**src/rtl/naxi_arb_2x1.sv**
```systemverilog
// naxi_arb_2x1
// Two-master to one-slave NAXI arbiter sitting in front of the L2 cache slave
// port.
//  - Command channel: shared round-robin between m0 and m1. The winning
//    master's index is prepended to the downstream ID.
//  - Write-data channel: a small FIFO remembers {src, size} for every accepted
//    write command. The data channel serves bursts strictly in command order.
//  - Response channel: the slave's ID MSB steers the response to m0 or m1.
// Ports:
//  clk, rst                   clock, asynchronous active-low reset
//  mN_creq_*                  master N command in; rdstall/wrstall out
//  mN_dreq_*                  master N write data in; dreq_stall out
//  mN_rreq_*                  master N response out; rreq_stall in
//  s_creq_*                   command to slave; rdstall/wrstall in
//  s_dreq_*                   write data to slave; dreq_stall in
//  s_rreq_*                   response from slave; rreq_stall out
// All data paths are combinational. Only rr_ptr, the write-order FIFO and the
// beat counter are registered.
module naxi_arb_2x1 #(
   parameter int NXADDRWIDTH = 31,
   parameter int NXDATAWIDTH = 256,
   parameter int NXIDWIDTH   = 4,
   parameter int NXTYPEWIDTH = 3,
   parameter int NXSIZEWIDTH = 8,
   parameter int NXATTRWIDTH = 3,
   parameter int TYPEWR      = 1,
   parameter int WRQDPTH     = 4,
   parameter int BITWRQD     = 2
) (
   input  logic                   clk,
   input  logic                   rst,
   // master 0
   input  logic                   m0_creq_valid,
   input  logic [NXTYPEWIDTH-1:0] m0_creq_type,
   input  logic [NXATTRWIDTH-1:0] m0_creq_attr,
   input  logic [NXSIZEWIDTH-1:0] m0_creq_size,
   input  logic [NXIDWIDTH-1:0]   m0_creq_id,
   input  logic [NXADDRWIDTH-1:0] m0_creq_addr,
   output logic                   m0_creq_rdstall,
   output logic                   m0_creq_wrstall,
   input  logic                   m0_dreq_valid,
   input  logic [NXIDWIDTH-1:0]   m0_dreq_id,
   input  logic [NXDATAWIDTH-1:0] m0_dreq_data,
   input  logic [NXATTRWIDTH-1:0] m0_dreq_attr,
   output logic                   m0_dreq_stall,
   output logic                   m0_rreq_valid,
   output logic [NXIDWIDTH-1:0]   m0_rreq_id,
   output logic [NXDATAWIDTH-1:0] m0_rreq_data,
   output logic [NXATTRWIDTH-1:0] m0_rreq_attr,
   input  logic                   m0_rreq_stall,
   // master 1
   input  logic                   m1_creq_valid,
   input  logic [NXTYPEWIDTH-1:0] m1_creq_type,
   input  logic [NXATTRWIDTH-1:0] m1_creq_attr,
   input  logic [NXSIZEWIDTH-1:0] m1_creq_size,
   input  logic [NXIDWIDTH-1:0]   m1_creq_id,
   input  logic [NXADDRWIDTH-1:0] m1_creq_addr,
   output logic                   m1_creq_rdstall,
   output logic                   m1_creq_wrstall,
   input  logic                   m1_dreq_valid,
   input  logic [NXIDWIDTH-1:0]   m1_dreq_id,
   input  logic [NXDATAWIDTH-1:0] m1_dreq_data,
   input  logic [NXATTRWIDTH-1:0] m1_dreq_attr,
   output logic                   m1_dreq_stall,
   output logic                   m1_rreq_valid,
   output logic [NXIDWIDTH-1:0]   m1_rreq_id,
   output logic [NXDATAWIDTH-1:0] m1_rreq_data,
   output logic [NXATTRWIDTH-1:0] m1_rreq_attr,
   input  logic                   m1_rreq_stall,
   // slave
   output logic                   s_creq_valid,
   output logic [NXTYPEWIDTH-1:0] s_creq_type,
   output logic [NXATTRWIDTH-1:0] s_creq_attr,
   output logic [NXSIZEWIDTH-1:0] s_creq_size,
   output logic [NXIDWIDTH:0]     s_creq_id,
   output logic [NXADDRWIDTH-1:0] s_creq_addr,
   input  logic                   s_creq_rdstall,
   input  logic                   s_creq_wrstall,
   output logic                   s_dreq_valid,
   output logic [NXIDWIDTH:0]     s_dreq_id,
   output logic [NXDATAWIDTH-1:0] s_dreq_data,
   output logic [NXATTRWIDTH-1:0] s_dreq_attr,
   input  logic                   s_dreq_stall,
   input  logic                   s_rreq_valid,
   input  logic [NXIDWIDTH:0]     s_rreq_id,
   input  logic [NXDATAWIDTH-1:0] s_rreq_data,
   input  logic [NXATTRWIDTH-1:0] s_rreq_attr,
   output logic                   s_rreq_stall
);

   localparam logic [NXTYPEWIDTH-1:0] TYPE_WR  = NXTYPEWIDTH'(TYPEWR);
   localparam logic [NXSIZEWIDTH-1:0] BEAT_ONE = NXSIZEWIDTH'(32'd1);
   localparam logic [BITWRQD:0]       PTR_ONE  = (BITWRQD+1)'(32'd1);

   // Arbitration state and write-order FIFO ({src, size} per entry).
   // The pointers carry one extra wrap bit so full and empty can be told apart.
   logic                   rr_ptr_r;
   logic [BITWRQD:0]       wr_ptr_r;
   logic [BITWRQD:0]       rd_ptr_r;
   logic [NXSIZEWIDTH-1:0] beat_cnt_r;
   logic [NXSIZEWIDTH:0]   wfifo_r [WRQDPTH];

   logic                   src_s;
   logic                   gnt0_s;
   logic                   gnt1_s;
   logic                   sel_valid_s;
   logic [NXTYPEWIDTH-1:0] sel_type_s;
   logic [NXSIZEWIDTH-1:0] sel_size_s;
   logic [NXIDWIDTH-1:0]   sel_id_s;
   logic                   sel_wr_s;
   logic                   wfifo_full_s;
   logic                   wfifo_empty_s;
   logic                   cmd_acc_s;
   logic                   push_s;
   logic [NXSIZEWIDTH:0]   head_s;
   logic                   head_src_s;
   logic [NXSIZEWIDTH-1:0] head_size_s;
   logic                   dreq_acc_s;
   logic                   last_beat_s;
   logic                   pop_s;
   logic                   rsp_src_s;

   // Command source: a lone requester wins; on contention rr_ptr decides.
   always_comb begin
      src_s = rr_ptr_r;
      if (m0_creq_valid && !m1_creq_valid) begin
         src_s = 1'b0;
      end else if (m1_creq_valid && !m0_creq_valid) begin
         src_s = 1'b1;
      end else begin
         src_s = rr_ptr_r;
      end
   end

   assign gnt0_s      = m0_creq_valid && !src_s;
   assign gnt1_s      = m1_creq_valid &&  src_s;
   assign sel_valid_s = src_s ? m1_creq_valid : m0_creq_valid;
   assign sel_type_s  = src_s ? m1_creq_type  : m0_creq_type;
   assign sel_size_s  = src_s ? m1_creq_size  : m0_creq_size;
   assign sel_id_s    = src_s ? m1_creq_id    : m0_creq_id;
   assign sel_wr_s    = (sel_type_s == TYPE_WR);

   assign wfifo_empty_s = (wr_ptr_r == rd_ptr_r);
   assign wfifo_full_s  = (wr_ptr_r[BITWRQD] != rd_ptr_r[BITWRQD]) &&
                          (wr_ptr_r[BITWRQD-1:0] == rd_ptr_r[BITWRQD-1:0]);

   // A write is withheld from the slave while the order FIFO cannot record it.
   assign s_creq_valid = rst && sel_valid_s && !(sel_wr_s && wfifo_full_s);
   assign s_creq_type  = sel_type_s;
   assign s_creq_size  = sel_size_s;
   assign s_creq_id    = {src_s, sel_id_s};
   assign s_creq_attr  = src_s ? m1_creq_attr : m0_creq_attr;
   assign s_creq_addr  = src_s ? m1_creq_addr : m0_creq_addr;

   assign m0_creq_rdstall = !rst || !gnt0_s || s_creq_rdstall;
   assign m1_creq_rdstall = !rst || !gnt1_s || s_creq_rdstall;
   assign m0_creq_wrstall = !rst || !gnt0_s || s_creq_wrstall || wfifo_full_s;
   assign m1_creq_wrstall = !rst || !gnt1_s || s_creq_wrstall || wfifo_full_s;

   assign cmd_acc_s = s_creq_valid && (sel_wr_s ? !s_creq_wrstall : !s_creq_rdstall);
   assign push_s    = cmd_acc_s && sel_wr_s;

   // Data channel follows the FIFO head; an empty FIFO blocks both masters, so
   // a burst can start no earlier than the cycle after its command.
   assign head_s      = wfifo_r[rd_ptr_r[BITWRQD-1:0]];
   assign head_src_s  = head_s[NXSIZEWIDTH];
   assign head_size_s = head_s[NXSIZEWIDTH-1:0];

   assign s_dreq_valid = rst && !wfifo_empty_s && (head_src_s ? m1_dreq_valid : m0_dreq_valid);
   assign s_dreq_id    = {head_src_s, (head_src_s ? m1_dreq_id : m0_dreq_id)};
   assign s_dreq_data  = head_src_s ? m1_dreq_data : m0_dreq_data;
   assign s_dreq_attr  = head_src_s ? m1_dreq_attr : m0_dreq_attr;

   assign m0_dreq_stall = !rst || wfifo_empty_s ||  head_src_s || s_dreq_stall;
   assign m1_dreq_stall = !rst || wfifo_empty_s || !head_src_s || s_dreq_stall;

   assign dreq_acc_s  = s_dreq_valid && !s_dreq_stall;
   assign last_beat_s = (beat_cnt_r == head_size_s);
   assign pop_s       = dreq_acc_s && last_beat_s;

   // Response routing by the ID MSB appended on the command path.
   assign rsp_src_s     = s_rreq_id[NXIDWIDTH];
   assign m0_rreq_valid = rst && s_rreq_valid && !rsp_src_s;
   assign m1_rreq_valid = rst && s_rreq_valid &&  rsp_src_s;
   assign m0_rreq_id    = s_rreq_id[NXIDWIDTH-1:0];
   assign m1_rreq_id    = s_rreq_id[NXIDWIDTH-1:0];
   assign m0_rreq_data  = s_rreq_data;
   assign m1_rreq_data  = s_rreq_data;
   assign m0_rreq_attr  = s_rreq_attr;
   assign m1_rreq_attr  = s_rreq_attr;
   assign s_rreq_stall  = !rst || (rsp_src_s ? m1_rreq_stall : m0_rreq_stall);

   // Round-robin pointer: the loser of the last accepted command goes next.
   always_ff @(posedge clk or negedge rst) begin
      if (!rst) begin
         rr_ptr_r <= 1'b0;
      end else if (cmd_acc_s) begin
         rr_ptr_r <= ~src_s;
      end
   end

   // FIFO pointers; push is already gated by full through s_creq_valid.
   always_ff @(posedge clk or negedge rst) begin
      if (!rst) begin
         wr_ptr_r <= '0;
         rd_ptr_r <= '0;
      end else begin
         if (push_s) begin
            wr_ptr_r <= wr_ptr_r + PTR_ONE;
         end
         if (pop_s) begin
            rd_ptr_r <= rd_ptr_r + PTR_ONE;
         end
      end
   end

   // FIFO storage.
   always_ff @(posedge clk or negedge rst) begin
      if (!rst) begin
         for (int i = 0; i < WRQDPTH; i++) begin
            wfifo_r[i] <= '0;
         end
      end else if (push_s) begin
         wfifo_r[wr_ptr_r[BITWRQD-1:0]] <= {src_s, sel_size_s};
      end
   end

   // Beat counter within the head burst; clears on the last beat.
   always_ff @(posedge clk or negedge rst) begin
      if (!rst) begin
         beat_cnt_r <= '0;
      end else if (dreq_acc_s) begin
         if (last_beat_s) begin
            beat_cnt_r <= '0;
         end else begin
            beat_cnt_r <= beat_cnt_r + BEAT_ONE;
         end
      end
   end

endmodule

```
**config.mk**
```make
export PLATFORM = sky130hd
export DESIGN_NAME = naxi_arb_2x1
export DESIGN_NICKNAME = d
export VERILOG_FILES = /design/src/rtl/naxi_arb_2x1.sv
export SDC_FILE = /design/constraint.sdc
export NUM_CORES = 1
export LEC_CHECK = 0
export ABC_AREA = 1
export ABC_CLOCK_PERIOD_IN_PS = 2000
export BUFFER_PORTS_ARGS = -buffer_cell sky130_fd_sc_hd__buf_2
export CAP_MARGIN = 30
export CORE_AREA = 10 10 670 672
export DETAILED_ROUTE_END_ITERATION = 10
export DIE_AREA = 0 0 680 682
export PLACE_DENSITY_LB_ADDON = 0.3
export REMOVE_ABC_BUFFERS = 1
export SYNTH_ARGS = -nofsm -noshare
export SYNTH_HDL_FRONTEND = slang
export SYNTH_SLANG_ARGS = --single-unit
export TNS_END_PERCENT = 1
```
**constraint.sdc**
```tcl
create_clock -name clk -period 2 [get_ports clk]
set_input_delay 0.1 -clock clk [delete_from_list [all_inputs] [get_ports clk]]
set_output_delay 0.1 -clock clk [all_outputs]
set_load 0.01 [all_outputs]
```
==> Yosys cells after proc, flatten, opt, wreduce, memory -nomap -nowiden <==
Index checks and enable logic that the tools add are counted.
{ "word_totals": {"ff_bits": 51} }
{ "op_classes": {"n_reduce_logical": 45, "add_sub_neg": 3, "eq_ne": 5, "order_cmp": 3, "mux": 21, "bitwise_logic": 3} }
{ "ops": {"columns": ["cell", "n"], "rows": [
  ["two-way mux 256 bit", 1],
  ["bitwise mux 36 bit", 1],
  ["two-way mux 31 bit", 1],
  ["two-way mux 9 bit", 3],
  ["binary-select mux 9 bit (select 2 bit)", 1],
  ["demux 9 bit (select 2 bit)", 1],
  ["logical AND 1 bit", 18],
  ["two-way mux 8 bit", 2],
  ["logical OR 1 bit", 14],
  ["logical NOT 1 bit", 13],
  ["two-way mux 3 bit", 3],
  ["adder 8 x 1 -> 8 bit (second input constant)", 1],
  ["equality test 8 bit", 1],
  ["two-way mux 4 bit", 2],
  ["adder 3 x 1 -> 3 bit (second input constant)", 2],
  [">= comparator 3 bit (second input constant)", 2],
  ["two-way mux 1 bit", 6],
  ["inverter 2 -> 3 bit", 2],
  ["equality test 3 x 1 -> 1 bit (second input constant)", 1],
  ["equality test 3 bit", 1],
  ["less-than comparator 3 x 1 -> 1 bit (second input constant)", 1],
  ["equality test 2 bit", 1],
  ["!= test 1 bit", 1],
  ["inverter 1 bit", 1]
]} }

==> Longest topological paths before layout <==
{ "logic_depth": {"depth_word": 11, "mapped_depth": 13, "ltp_nobuf": 12} }

==> Worst setup path before layout <==
OpenSTA, ideal clock, no wires.
{ "synth_path": {"kind": "reg-to-reg", "start": "register rr_ptr_r", "end": "register wfifo_r[19] (netlist bit)", "t_required_ns": 1.883, "period_less_slack_ns": 1.558, "path_buffers": 1, "stages_incl_launch_ff": 12, "setup_time_ns": 0.117, "t_arrival_ns": 1.440, "path_slack_ns": 0.442, "cell_sequence": "dfrtp_1 > nand2_1 > nand2_2 > nand2_4 > nand2_1 > nand2_2 > nand3_4 > nor2_8 > buf_6 > nand4_4 > nand2_1 > nand2_1"} }
{ "synth_between": {"elab_chain_len": 9, "elab_cells_between_ends": 14, "classes_between": "eq/ne (1); mux (7); reduce/logical (6)"} }
{ "synth_rtl": {"columns": ["element", "line", "source"], "rows": [
  ["start, declared", "97", "logic rr_ptr_r;"],
  ["start signal, assigned", "198", "rr_ptr_r <= ~src_s;"],
  ["two-way mux 1 bit *", "128", "end else if (m1_creq_valid && !m0_creq_valid) begin"],
  ["two-way mux 1 bit *", "126", "if (m0_creq_valid && !m1_creq_valid) begin"],
  ["two-way mux 3 bit *", "138", "assign sel_type_s = src_s ? m1_creq_type : m0_creq_type;"],
  ["via s_creq_type[0]", "72", "output logic [NXTYPEWIDTH-1:0] s_creq_type,"],
  ["equality test 3 x 1 -> 1 bit *", "141", "assign sel_wr_s = (sel_type_s == TYPE_WR);"],
  ["logical AND 1 bit", "148", "assign s_creq_valid = rst && sel_valid_s && !(sel_wr_s && wfifo_full_s);"],
  ["logical NOT 1 bit", "148", null],
  ["logical AND 1 bit", "148", null],
  ["logical AND 1 bit", "160", "assign cmd_acc_s = s_creq_valid && (sel_wr_s ? !s_creq_wrstall : !s_creq_rdstall);"],
  ["logical AND 1 bit *", "161", "assign push_s = cmd_acc_s && sel_wr_s;"],
  ["end signal, assigned by index", "224", "wfifo_r[wr_ptr_r[BITWRQD-1:0]] <= {src_s, sel_size_s};"],
  ["end, declared", "101", "logic [NXSIZEWIDTH:0] wfifo_r [WRQDPTH];"]
]} }
The timed path passes the listed nets; every way through them passes the cells marked *.
A chain may end at the register's enable or synchronous reset.

==> Worst setup path in the final report <==
{ "layout_path": {"start": "register rd_ptr_r[0]", "end": "output s_dreq_data[163]"} }
{ "layout_between": {"elab_chain_len": 5} }
{ "layout_rtl": {"columns": ["element", "line", "source"], "rows": [
  ["start, declared", "99", "logic [BITWRQD:0] rd_ptr_r;"],
  ["start signal, assigned", "212", "rd_ptr_r <= rd_ptr_r + PTR_ONE;"],
  ["inverter 2 -> 3 bit (implied by the code)", "165", "assign head_s = wfifo_r[rd_ptr_r[BITWRQD-1:0]];"],
  ["binary-select mux 9 bit (select 2 bit)", "165", null],
  ["two-way mux 9 bit (implied by the code) (2 in a row)", "165", null],
  ["two-way mux 256 bit", "171", "assign s_dreq_data = head_src_s ? m1_dreq_data : m0_dreq_data;"],
  ["end, declared", "81", "output logic [NXDATAWIDTH-1:0] s_dreq_data,"]
]} }
Every way passes these cells. The select of a mux whose other input is x is not followed.

==> results.sh <==
export IMPL_setup_viol=269
export IMPL_final_core_util_pct=5.91
export IMPL_vias=19100
export IMPL_period_share_pct=115
export IMPL_synth_top_area_share_pct=38.2
export IMPL_clockBufferDepth=2
export IMPL_antenna_found_initial=364
export IMPL_ff2ff_path_depth=13
export IMPL_worst_path_most_repeated_cell="buf_16"
export IMPL_reg2reg_slack_ns=0.01
export IMPL_power_leakage_nw=10.8
export IMPL_seq_area_frac_synth_pct=11.6
export IMPL_io_buffers=961
export IMPL_cts_clk_slew_worst_paths_ns=0.07
export IMPL_p_per_area_nw_per_um2=1330
export IMPL_cts_made_buffers=5
export IMPL_drive_above_1_share_pct=57.2
export IMPL_switchingPower_w=0.0197
export IMPL_grt_max_degree=48
export IMPL_critical_path_cell_chain="inv_2 > nand2_2 > nand3_4 > nand2_8 > inv_16 > buf_16 > buf_16 > nand2_1 > nand2_4 > buf_12"
export IMPL_p_int_w=0.0147
export IMPL_hold_buffers=0
export IMPL_drt_iter0_drc=1702
export IMPL_htree_levels=2
export IMPL_io_pin_count=1751
export IMPL_ant_nets=0
export IMPL_clock_sinks=51
export IMPL_synthToLayoutAreaGrowth_pct=134
export IMPL_p_clk_share_pct=3.3
export IMPL_layout_min_cycle_time_ns=2.30
export IMPL_routed_wl_mm=509
export IMPL_startpoint="rd_ptr_r[0]"
export IMPL_worst_setup_path_type="register to primary output"
export IMPL_final_setup_worst_slack_ns=-0.299
export IMPL_core_region_area_sq_um=436000
export IMPL_cts_tree="built"
export IMPL_status="finished with violations"
export IMPL_irDropWorstVdd_mv=0.349
export IMPL_final_nets=3377
export IMPL_netlist_area_sq_um=11000
export IMPL_max_freq_mhz=435
export IMPL_die_width_microns=680
export IMPL_swShare_pct=57.2
export IMPL_vias_per_cell=2.30
export IMPL_grt_pass1_wl_mm=545
export IMPL_slew_headroom_pct=37.6
export IMPL_routabilityCongestion=0.877
export IMPL_crit_fanout=8
export IMPL_grt_util_all_layers_pct=20.9
export IMPL_slowest_delay_ns=0.42
export IMPL_combPwrFrac_pct=92.6
export IMPL_hold_worst_slack_ns=0.0144
export IMPL_dieHeight_microns=682
export IMPL_worstMarginPinSlew_ns=0.930
export IMPL_hold_class="input pin to async pin"
export IMPL_die_area_sq_um=464000
export IMPL_fin_skew_ns=0.00867
export IMPL_crit_family="buffers and inverters"
export IMPL_synth_area_per_cell_sq_um=5.60
export IMPL_worstPathArrival_ns=2.20
export IMPL_initial_core_util_pct=2.52
export IMPL_end_kind="primary output"
export IMPL_fillerInstances=51900
export IMPL_dp_hpwl_mm=476
export IMPL_drv_slew=0
export IMPL_grt_setup_unrepaired="true"
export IMPL_crit_path_top_delay_cell="dfrtp_1"
export IMPL_ys_seq_elements=51
export IMPL_drc=0
export IMPL_cap_violations=0
export IMPL_reg2reg_to="rd_ptr_r[1]"
export IMPL_clock_latency_ns=0.30
export IMPL_yosysUniqueCellTypes=32
export IMPL_drt_first_pass_iters=5
export IMPL_worstSetupStartpointType="register"
export IMPL_rows=243
export IMPL_ys_top_cells_by_area="nand2_1 38%, buf_4 36%, dfrtp_1 12%, nand4_1 2.3%, nand3_1 2.0%"
export IMPL_timing_rr_start="rd_ptr_r[0]"
export IMPL_root_buffer="clkbuf_16"
export IMPL_wire_per_inst_microns=61.3
export IMPL_grt_pass1_vias=16100
export IMPL_ys_warn_count=0
export IMPL_grt_overflow=0
export IMPL_finalHoldViolCount=0
export IMPL_violations="negative setup slack"
export IMPL_cp_buffers_inverters=5
export IMPL_synth_area_leader_cell="nand2_1"
export IMPL_required_ns=1.90
export IMPL_synthCells=1966
export IMPL_power_frac_seq_pct=4.1
## worst max-delay path by stage
stage | endpoint | slack [ns] | cells after the start
floorplan | m1_dreq_stall | -10.17 | 6
global placement | s_dreq_data[76] | -0.70 | 10
detailed placement | s_dreq_data[76] | -0.71 | 10
CTS | s_dreq_data[253] | -0.32 | 9
global route | s_dreq_data[38] | -0.37 | 11
finish | s_dreq_data[163] | -0.30 | 10
## cells in the mapped netlist, drive strengths merged
cell type and count:
nor3 5, nand3b 3, buf 590, nand4 46, ha 6, nor2 13, or2 1, dfrtp 51
nand2 1126, nand3 47, xnor2 4, o21ai 5, inv 40, clkbuf 23, nor4 1, xor2 5
## worst register-to-register path: cells and delay by family (launching register included)
kind                   cells  cell delay (ns)
AND/OR/NAND/NOR           10             1.00
buffers and inverters      3             0.44
flip-flops                 1             0.42
## power groups by stage
| stage | sequential (W) | clock (W) | combinational, W |
|---|---|---|---|
| floorplan | 0.00140 | 0 | 0.00379 |
| global placement | 0.00143 | 0 | 0.0310 |
| detailed placement | 0.00143 | 0 | 0.0308 |
| CTS | 0.00141 | 0.00116 | 0.0328 |
| global route | 0.00145 | 0.00121 | 0.0341 |
| finish | 0.00142 | 0.00114 | 0.0318 |
## per-stage QoR
stage          worst slack (ns)  TNS (ns)  power [W]  std cells  instance area, sq um
6_report                 -0.299    -35.99     0.0344       8304                 25800
5_1_grt                  -0.366    -74.21     0.0367       8266                 25700
4_1_cts                  -0.317    -66.64     0.0353       8212                 24600
3_5_place_dp             -0.706    -45.58     0.0322       8188                 23300
3_3_place_gp             -0.702    -51.88     0.0324       8188                 23300
2_1_floorplan            -10.17  -2709.65    0.00519       1353                  6600
## metal layers
| layer | global-route usage [%] | share of wire (%) | up-vias |
|---|---|---|---|
| li1 | - | - | 6565 |
| met1 | 12.3 | 21 | 8377 |
| met2 | 35.9 | 47 | 3158 |
| met3 | 26.1 | 26 | 733 |
| met4 | 4.83 | 3.4 | 253 |
| met5 | 16.7 | 2.4 | - |
## area by class of cell
cell class	count	area [sq um]	share of cell area, %
clock buffer	6	129	0.500
sequential	51	1280	4.95
multi-input combinational	1265	6500	25.2
tap	5757	7200	28.0
timing repair buffer	1108	10200	39.7
antenna	75	188	0.729
inverter	40	169	0.656
clock inverter	2	60.1	0.233
## kinds of logic (layout without fill, tap and decap cells)
logic type               after synthesis  count (layout)  share of synthesized area [%]
AND/OR/NAND/NOR                     1242            1245                           45.3
buffers and inverters                653            1156                           41.4
flip-flops                            51              51                           11.6
XOR/XNOR                               9               9                          0.853
adder cells (fa/ha/maj)                6               6                          0.682
AO/OA/AOI/OAI                          5               5                          0.227
other                                  0              75                              0
## flip-flops by register name, indices dropped and copies added, names as in the netlist
name,count
wfifo_r,36
rr_ptr_r,1
wr_ptr_r,3
beat_cnt_r,8
rd_ptr_r,3
## cells in the final DEF, fill, tap and decap left out, drive strengths merged
cell type and n:
nand3 47, nand3b 3, buf 1102, clkbuf 12, ha 6, diode 75, xor2 5, nor2 16
nor3 5, nor4 1, xnor2 4, dfrtp 51, nand4 46, o21ai 5, or2 1, inv 40
nand2 1126, bufinv 2
## timing repair
item | 4_1_cts | 5_1_grt
setup buffers | 11 | 10
resized for setup | 235 | 233
endpoints found under the setup margin | 346 | 363
cloned | 5 | 8
pin swaps | 20 | 58
(Power assumes the default switching activity.)
